File: src/rtl/watch_pkg.sv
// Shared mode encoding and BCD limits for the watch time counter.
package watch_pkg;

  typedef enum logic [1:0] {
    MODE_STOP = 2'd0,
    MODE_RUN  = 2'd1,
    MODE_SET  = 2'd2
  } watchMode_e;

  localparam logic [7:0] SEC_MAX  = 8'h59;
  localparam logic [7:0] MIN_MAX  = 8'h59;
  localparam logic [7:0] HOUR_MAX = 8'h23;

endpackage

File: src/rtl/bcd_mod_counter.sv
// Two-digit BCD modulo counter, 00..MAX, with clear and carry-out pulse.
module bcd_mod_counter #(
  parameter logic [7:0] MAX = 8'h59
) (
  input  logic       clk,
  input  logic       rst,
  input  logic       inc,
  input  logic       clr,
  output logic [7:0] value,
  output logic       carry
);

  always_comb carry = inc && !clr && (value == MAX);

  always_ff @(posedge clk) begin
    if (rst || clr) begin
      value <= 8'h00;
    end else if (inc) begin
      if (value == MAX)
        value <= 8'h00;
      else if (value[3:0] == 4'd9)
        value <= {value[7:4] + 4'd1, 4'd0};
      else
        value <= {value[7:4], value[3:0] + 4'd1};
    end
  end

endmodule

File: src/rtl/watch_time_counter.sv
// Watch timekeeper: STOP/RUN/SET modes, 1 Hz prescaler, BCD hh:mm:ss.
module watch_time_counter
  import watch_pkg::*;
#(
  parameter int CLK_HZ = 32768
) (
  input  logic       clk,
  input  logic       rst,
  input  logic       run,
  input  logic       set_mode,
  input  logic       inc_min,
  input  logic       inc_hour,
  output logic [7:0] sec_bcd,
  output logic [7:0] min_bcd,
  output logic [7:0] hour_bcd,
  output logic       tick_1hz,
  output logic       colon_on
);

  localparam int PW = (CLK_HZ > 2) ? $clog2(CLK_HZ) : 1;

  watchMode_e mode, modeNext;
  logic [PW-1:0] pre, preNext;
  logic incMinQ, incHourQ;
  logic inSet, preWrap;
  logic minEdge, hourEdge;
  logic secCarry, minCarry;
  logic minInc, hourInc;

  always_comb begin
    if (set_mode)
      modeNext = MODE_SET;
    else if (run)
      modeNext = MODE_RUN;
    else
      modeNext = MODE_STOP;
  end

  always_comb begin
    inSet   = (mode == MODE_SET);
    preWrap = (mode == MODE_RUN) && (32'(pre) == CLK_HZ - 1);
    preNext = pre;
    if (modeNext == MODE_SET)
      preNext = '0;
    else if (mode == MODE_RUN)
      preNext = preWrap ? '0 : pre + PW'(1);
  end

  always_ff @(posedge clk) begin
    if (rst) begin
      mode     <= MODE_STOP;
      pre      <= '0;
      tick_1hz <= 1'b0;
      colon_on <= 1'b1;
      incMinQ  <= 1'b0;
      incHourQ <= 1'b0;
    end else begin
      mode     <= modeNext;
      pre      <= preNext;
      // A second that ends as SET is entered is discarded.
      tick_1hz <= preWrap && (modeNext != MODE_SET);
      colon_on <= (modeNext != MODE_RUN) ||
                  (32'(preNext) < CLK_HZ / 2);
      incMinQ  <= inc_min;
      incHourQ <= inc_hour;
    end
  end

  always_comb begin
    minEdge  = inSet && inc_min && !incMinQ;
    hourEdge = inSet && inc_hour && !incHourQ;
    minInc   = secCarry || minEdge;
    // Setting minutes must never ripple into hours.
    hourInc  = hourEdge || (minCarry && !inSet);
  end

  bcd_mod_counter #(.MAX(SEC_MAX)) uSec (
    .clk  (clk),
    .rst  (rst),
    .inc  (tick_1hz),
    .clr  (minEdge),
    .value(sec_bcd),
    .carry(secCarry)
  );

  bcd_mod_counter #(.MAX(MIN_MAX)) uMin (
    .clk  (clk),
    .rst  (rst),
    .inc  (minInc),
    .clr  (1'b0),
    .value(min_bcd),
    .carry(minCarry)
  );

  bcd_mod_counter #(.MAX(HOUR_MAX)) uHour (
    .clk  (clk),
    .rst  (rst),
    .inc  (hourInc),
    .clr  (1'b0),
    .value(hour_bcd),
    .carry()
  );

endmodule

File: config.mk
export PLATFORM = sky130hd
export DESIGN_NAME = watch_time_counter
export DESIGN_NICKNAME = d
export VERILOG_FILES = /design/src/rtl/watch_pkg.sv /design/src/rtl/bcd_mod_counter.sv /design/src/rtl/watch_time_counter.sv
export SDC_FILE = /design/constraint.sdc
export NUM_CORES = 1
export LEC_CHECK = 0
export BUFFER_PORTS_ARGS = -buffer_cell sky130_fd_sc_hd__buf_2
export CORE_UTILIZATION = 55
export CTS_CLUSTER_DIAMETER = 40
export DETAILED_ROUTE_END_ITERATION = 8
export GPL_TIMING_DRIVEN = 0
export PLACE_DENSITY_LB_ADDON = 0.15
export SETUP_SLACK_MARGIN = 0.1
export SLEW_MARGIN = 20
export SYNTH_ARGS = -nofsm -noshare
export SYNTH_HDL_FRONTEND = slang
export SYNTH_HIERARCHICAL = 1
export SYNTH_SLANG_ARGS = --single-unit
File: constraint.sdc
create_clock -name clk -period 4.7 [get_ports clk]
set_clock_uncertainty 0.15 [all_clocks]
set_input_delay 0.47 -clock clk [delete_from_list [all_inputs] [get_ports clk]]
set_output_delay 0.47 -clock clk [all_outputs]
set_load 0.01 [all_outputs]
# Word-level counts from Yosys, hierarchy flattened
# Cells that the tools add are included.
dict set report classes {
  n_addsub 7
  order_cmp 1
  eq_ne 12
  n_mux 11
  reduce_logical 24
}
# operator n
set op_table {}
lappend op_table {{$mux W8} 6}
lappend op_table {{$mux W15} 3}
lappend op_table {{$add A4 B1 Y4 const B} 6}
lappend op_table {{$eq A8 B7 Y1 const B} 2}
lappend op_table {{$add A15 B1 Y15 const B} 1}
lappend op_table {{$eq A15 B15 Y1 const B} 1}
lappend op_table {{$lt A15 B15 Y1 const B} 1}
lappend op_table {{$eq A4 B4 Y1 const B} 3}
lappend op_table {{$logic_and A1 B1 Y1} 10}
lappend op_table {{$eq A8 B6 Y1 const B} 1}
lappend op_table {{$reduce_and A2 Y1} 3}
lappend op_table {{$reduce_bool A2 Y1} 3}
lappend op_table {{$eq A2 B2 Y1 const B} 2}
lappend op_table {{$logic_not A1 Y1} 4}
lappend op_table {{$logic_or A1 B1 Y1} 4}
lappend op_table {{$eq A2 B1 Y1 const B} 1}
lappend op_table {{$mux W2} 1}
lappend op_table {{$ne A2 B1 Y1 const B} 1}
lappend op_table {{$ne A2 B2 Y1 const B} 1}
lappend op_table {{$mux W1} 1}
dict set report word_totals {
  reg_bits 45
  in_bits 6
  out_inout_bits 26
  wordCells 67
}

# Logic depth before layout (Yosys ltp)
dict set report logic_depth {
  depth_word 11
  depth_mapped 13
  mapped_depth_nobuf 12
}

# Cells and area by module
# The synthesis kept the hierarchy.
# module n_inst cells_each area_per_inst_um2 seq_area_each_um2
set modules_own_cells {}
lappend modules_own_cells {watch_time_counter 1 103 914.6 420.4}
lappend modules_own_cells {{bcd_mod_counter at uMin ...} 2 44 427.9 160.2}
lappend modules_own_cells {{bcd_mod_counter at uHour} 1 51 460.4 160.2}

# Worst setup path after synthesis
# No wires, ideal clock.
dict set report synth_timing {
  kind {reg-to-reg}
  start {register uSec.value[0]}
  end {register uHour.value[6]}
  arrival_ps 2704
  t_required_ps 4447
  setup_slack_ps 1742
  path_stages_with_launch 13
  cell_sequence {dfxtp_1 -> ha_1 -> nand4b_4 -> nor3_1 -> or2_2 -> buf_6 -> nand4b_4 -> nor3_1 -> nand2_1 -> o21ai_0 -> nand4b_4 -> or4_1 -> a2111oi_2}
}
dict set report synth_between {
  elab_chain_len 7
}
# element line
set synth_rtl {}
lappend synth_rtl {{from (decl)} bcd_mod_counter.sv:9} ;# output logic [7:0] value,
lappend synth_rtl {{from (signal assigned)} bcd_mod_counter.sv:22} ;# value <= {value[7:4] + 4'd1, 4'd0};
lappend synth_rtl {{from (signal assigned)} bcd_mod_counter.sv:24} ;# value <= {value[7:4], value[3:0] + 4'd1};
lappend synth_rtl {{$eq A8 B7 Y1} bcd_mod_counter.sv:13} ;# always_comb carry = inc && !clr && (value == MAX);
lappend synth_rtl {{$logic_and A1 B1 Y1} bcd_mod_counter.sv:13}
lappend synth_rtl {{via secCarry} watch_time_counter.sv:27} ;# logic secCarry, minCarry;
lappend synth_rtl {{$logic_or A1 B1 Y1} watch_time_counter.sv:72} ;# minInc = secCarry || minEdge;
lappend synth_rtl {{via minInc} watch_time_counter.sv:28} ;# logic minInc, hourInc;
lappend synth_rtl {{$logic_and A1 B1 Y1} bcd_mod_counter.sv:13}
lappend synth_rtl {{via minCarry} watch_time_counter.sv:27}
lappend synth_rtl {{$logic_and A1 B1 Y1} watch_time_counter.sv:74} ;# hourInc = hourEdge || (minCarry && !inSet);
lappend synth_rtl {{$logic_or A1 B1 Y1} watch_time_counter.sv:74}
lappend synth_rtl {{via hourInc} watch_time_counter.sv:28}
lappend synth_rtl {{$reduce_and A2 Y1 (no line)} -}
lappend synth_rtl {{to (signal assigned)} bcd_mod_counter.sv:22}
lappend synth_rtl {{to (signal assigned)} bcd_mod_counter.sv:24}
lappend synth_rtl {{to (decl)} bcd_mod_counter.sv:9}
# The timed path passes the listed nets, and every way through them passes these cells.
# A chain may end at the register's enable or synchronous reset.

# Worst setup path after layout
dict set report layout_timing {
  start {register mode[0]}
  end {register uHour.value[6]}
}
dict set report layout_between {
  elab_chain_len 11
}
# element line
set layout_rtl {}
lappend layout_rtl {{from (decl)} watch_time_counter.sv:22} ;# watchMode_e mode, modeNext;
lappend layout_rtl {{from (signal assigned)} watch_time_counter.sv:58} ;# mode <= modeNext;
lappend layout_rtl {{$eq A2 B2 Y1 *} watch_time_counter.sv:40} ;# inSet = (mode == MODE_SET);
lappend layout_rtl {{$logic_and A1 B1 Y1 * (2 in series)} watch_time_counter.sv:70} ;# minEdge = inSet && inc_min && !incMinQ;
lappend layout_rtl {{via minEdge} watch_time_counter.sv:26} ;# logic minEdge, hourEdge;
lappend layout_rtl {{$logic_not A1 Y1} bcd_mod_counter.sv:13}
lappend layout_rtl {{$logic_and A1 B1 Y1 (2 in series)} bcd_mod_counter.sv:13}
lappend layout_rtl {{$logic_or A1 B1 Y1 *} watch_time_counter.sv:72}
lappend layout_rtl {{via minInc} watch_time_counter.sv:28}
lappend layout_rtl {{$logic_and A1 B1 Y1 *} bcd_mod_counter.sv:13}
lappend layout_rtl {{via minCarry} watch_time_counter.sv:27}
lappend layout_rtl {{$logic_and A1 B1 Y1 *} watch_time_counter.sv:74}
lappend layout_rtl {{$logic_or A1 B1 Y1 *} watch_time_counter.sv:74}
lappend layout_rtl {{via hourInc} watch_time_counter.sv:28}
lappend layout_rtl {{$reduce_and A2 Y1 (no line) *} -}
# The timed path passes the listed nets; every way through them passes the cells marked *.

==> out/qor.csv <==
stage;metric;value;unit
status;status;complete, no violations;
power;switching_power;134.5;uW
power;clkPwrFrac;36.5;%
setup_path;cp.arrival;3.29;ns
sta;hold_viol_final;0;
cts;cts_buffer_depth;2;
cts;postCtsSetupBuffers;0;
sta;period_share;69.06;%
drt;drtAntennaViolNets;0;
sta;fin_tns_setup;0;ns
setup_path;crit_type;reg -> reg;
setup_path;r2r_slack;1.45;ns
setup_path;required;4.75;ns
cts;clk_pin_slew;0.08;ns
cts;tritoncts;built;
drt;avgViaCountPerCell;5.340;
yosys;synth_area;0.002225;mm2
layout;stdcell_count;335;
power;cellPowerDensity;251.3;mW/mm2
floorplan;io_pins;32;
yosys;yosysWarnings;6;
cts;holdBufCountCts;0;
floorplan;rows;22;
power;seqPwrFrac;60.0;%
cts;cts_sinks;45;
drt;drc;0;
floorplan;dieArea;0.004303;mm2
drt;vias;1789;
global_routing;gr-total-overflow;0;
global_routing;antenna_found_initial;0;
floorplan;die_w;65.60;um
yosys;netlist_instances;241;
layout;syn2layout_area_growth;14.90;%
hold_path;hold-path-cell-count;2;
power;switching_share;20.94;%
drt;routed_wl;3.937;mm
power;total_power;642.4;uW
setup_path;cp_max_fo;7;
placement;port_buffers;31;
setup_path;rr_worst_depth;11;
cts;cts_root_buf;clkbuf_8;
power;intPower;507.8;uW
layout;n_antenna_cell;0;
drt;wl_per_cell;11.75;um
global_routing;grt_pass1_vias;1586;
placement;post-place-cells;328;
hold_path;holdCritStartpoint;inc_hour;
sta;fin_crit;3.246;ns
cts;cts_resized;0;
placement;routabilityCongestion;0.8265;
global_routing;groute.usage.overall;20.38;%
sta;setup_viol;0;
setup_path;cp-end-kind;register;
floorplan;coreArea;0.003771;mm2
sta;relSlewSlack;53.00;%
cts;insertion_delay;0.30;ns
sta;worstMarginPinSlew;0.6977;ns
sta;fmax;308.1;MHz
yosys;syn_avg_cell_area;9.231;um2
hold_path;hold_path_end;incHourQ;
cts;htreeDepth;2;
power;ir_drop;165.1;uV
global_routing;grt_pass1_wl;6.713;mm
cts;numCtsBuffers;5;
layout;fin_util;67.78;%
placement;hpwlAfterDp;2.898;mm
drt;dr.first_iter.drc_count;96;
power;leakage;1.055;nW
sta;slew_violations;0;
layout;nNetsFinal;304;
sta;whs;0.2482;ns
setup_path;start_kind;register;
power;power_frac_comb;3.5;%
setup_path;r2r_start;mode[0];
floorplan;chipHeight;65.60;um
job;drv_cap;0;
drt;first_pass_iters;4;
sta;grt_setup_unrepaired;false;
hold_path;worst_hold_path_type;in -> reg;
setup_path;r2r-end;uHour/value[6];
layout;drive_gt1_share;18.47;%
floorplan;initial_core_util;58.99;%
global_routing;grt_start_max_net_pins;17;
==> flip-flops by register name (all words and copies together) (netlist names) <==
signal,cells
uHour/value,8
pre,15
tick_1hz,1
incMinQ,1
incHourQ,1
mode,2
colon_on,1
uMin/value,8
uSec/value,8
==> cell type report <==
cell class,instances,area (um2)
buffer,4,31.28
tap,48,60.06
clock buffer,7,86.33
fill,316,1215
timing repair buffer,31,155.1
sequential,45,900.9
multi-input combinational,188,1277
inverter,12,45.04
==> routing by layer <==
metal,wire [um],share of wire [%],GRT usage [%]
met2,1808,46,34.41
met1,1955,50,24.36
met3,134,3.4,6.250
met4,39,0.99,6.793
met5,0,0,0
==> how the worst max path moves through the flow <==
| stage | start | end | slack [ns] | depth (start not counted) |
|---|---|---|---|---|
| 2_1_floorplan | uSec/value[0] | uHour/value[6] | 1.74 | 12 |
| 3_3_place_gp | inc_min | uHour/value[6] | 1.46 | 11 |
| 3_5_place_dp | inc_min | uHour/value[6] | 1.42 | 11 |
| 4_1_cts | mode[0] | uHour/value[6] | 1.44 | 11 |
| 5_1_grt | mode[1] | uHour/value[6] | 1.25 | 11 |
| 6_report | mode[0] | uHour/value[6] | 1.45 | 11 |
==> worst max-delay path, stage by stage, from the launching register on <==
cell,delay [ns]
dfxtp_1,0.35
nand2b_1,0.19
nor3b_1,0.47
or2_2,0.21
buf_6,0.13
nand4b_4,0.14
nor3_1,0.19
nand2_1,0.06
o21ai_0,0.27
nand4b_4,0.21
or4_1,0.45
a2111oi_2,0.35
==> layout by cell type, fill, tap and decap left out, types with 5 or more instances in the layout <==
| master | n |
|---|---|
| dfxtp_1 | 45 |
| ha_1 | 11 |
| buf_2 | 32 |
| clkbuf_8 | 6 |
| nand2_1 | 18 |
| nor2b_1 | 6 |
| o41ai_1 | 5 |
| xor2_1 | 5 |
| xnor2_1 | 14 |
| nor2_1 | 27 |
| inv_1 | 12 |
| conb_1 | 9 |
| nand3_1 | 17 |
| nor3_1 | 10 |
| and4b_1 | 5 |
| o21ai_0 | 6 |
==> power by group through the flow <==
| stage | combinational, mW | sequential [mW] | clock, mW |
|---|---|---|---|
| after floorplan | 0.0144 | 0.394 | 0 |
| after global placement | 0.0222 | 0.394 | 0 |
| after detailed placement | 0.0226 | 0.394 | 0 |
| after CTS | 0.0225 | 0.385 | 0.247 |
| after global routing | 0.0252 | 0.386 | 0.263 |
| final | 0.0224 | 0.385 | 0.235 |
==> stage by stage <==
step | area, um2 | setup slack, ns
after floorplan | 2255 | 1.742
after global placement | 2470 | 1.464
after detailed placement | 2470 | 1.423
after CTS | 2556 | 1.445
after global routing | 2556 | 1.251
final | 2556 | 1.454
(Power assumes the default switching activity.)
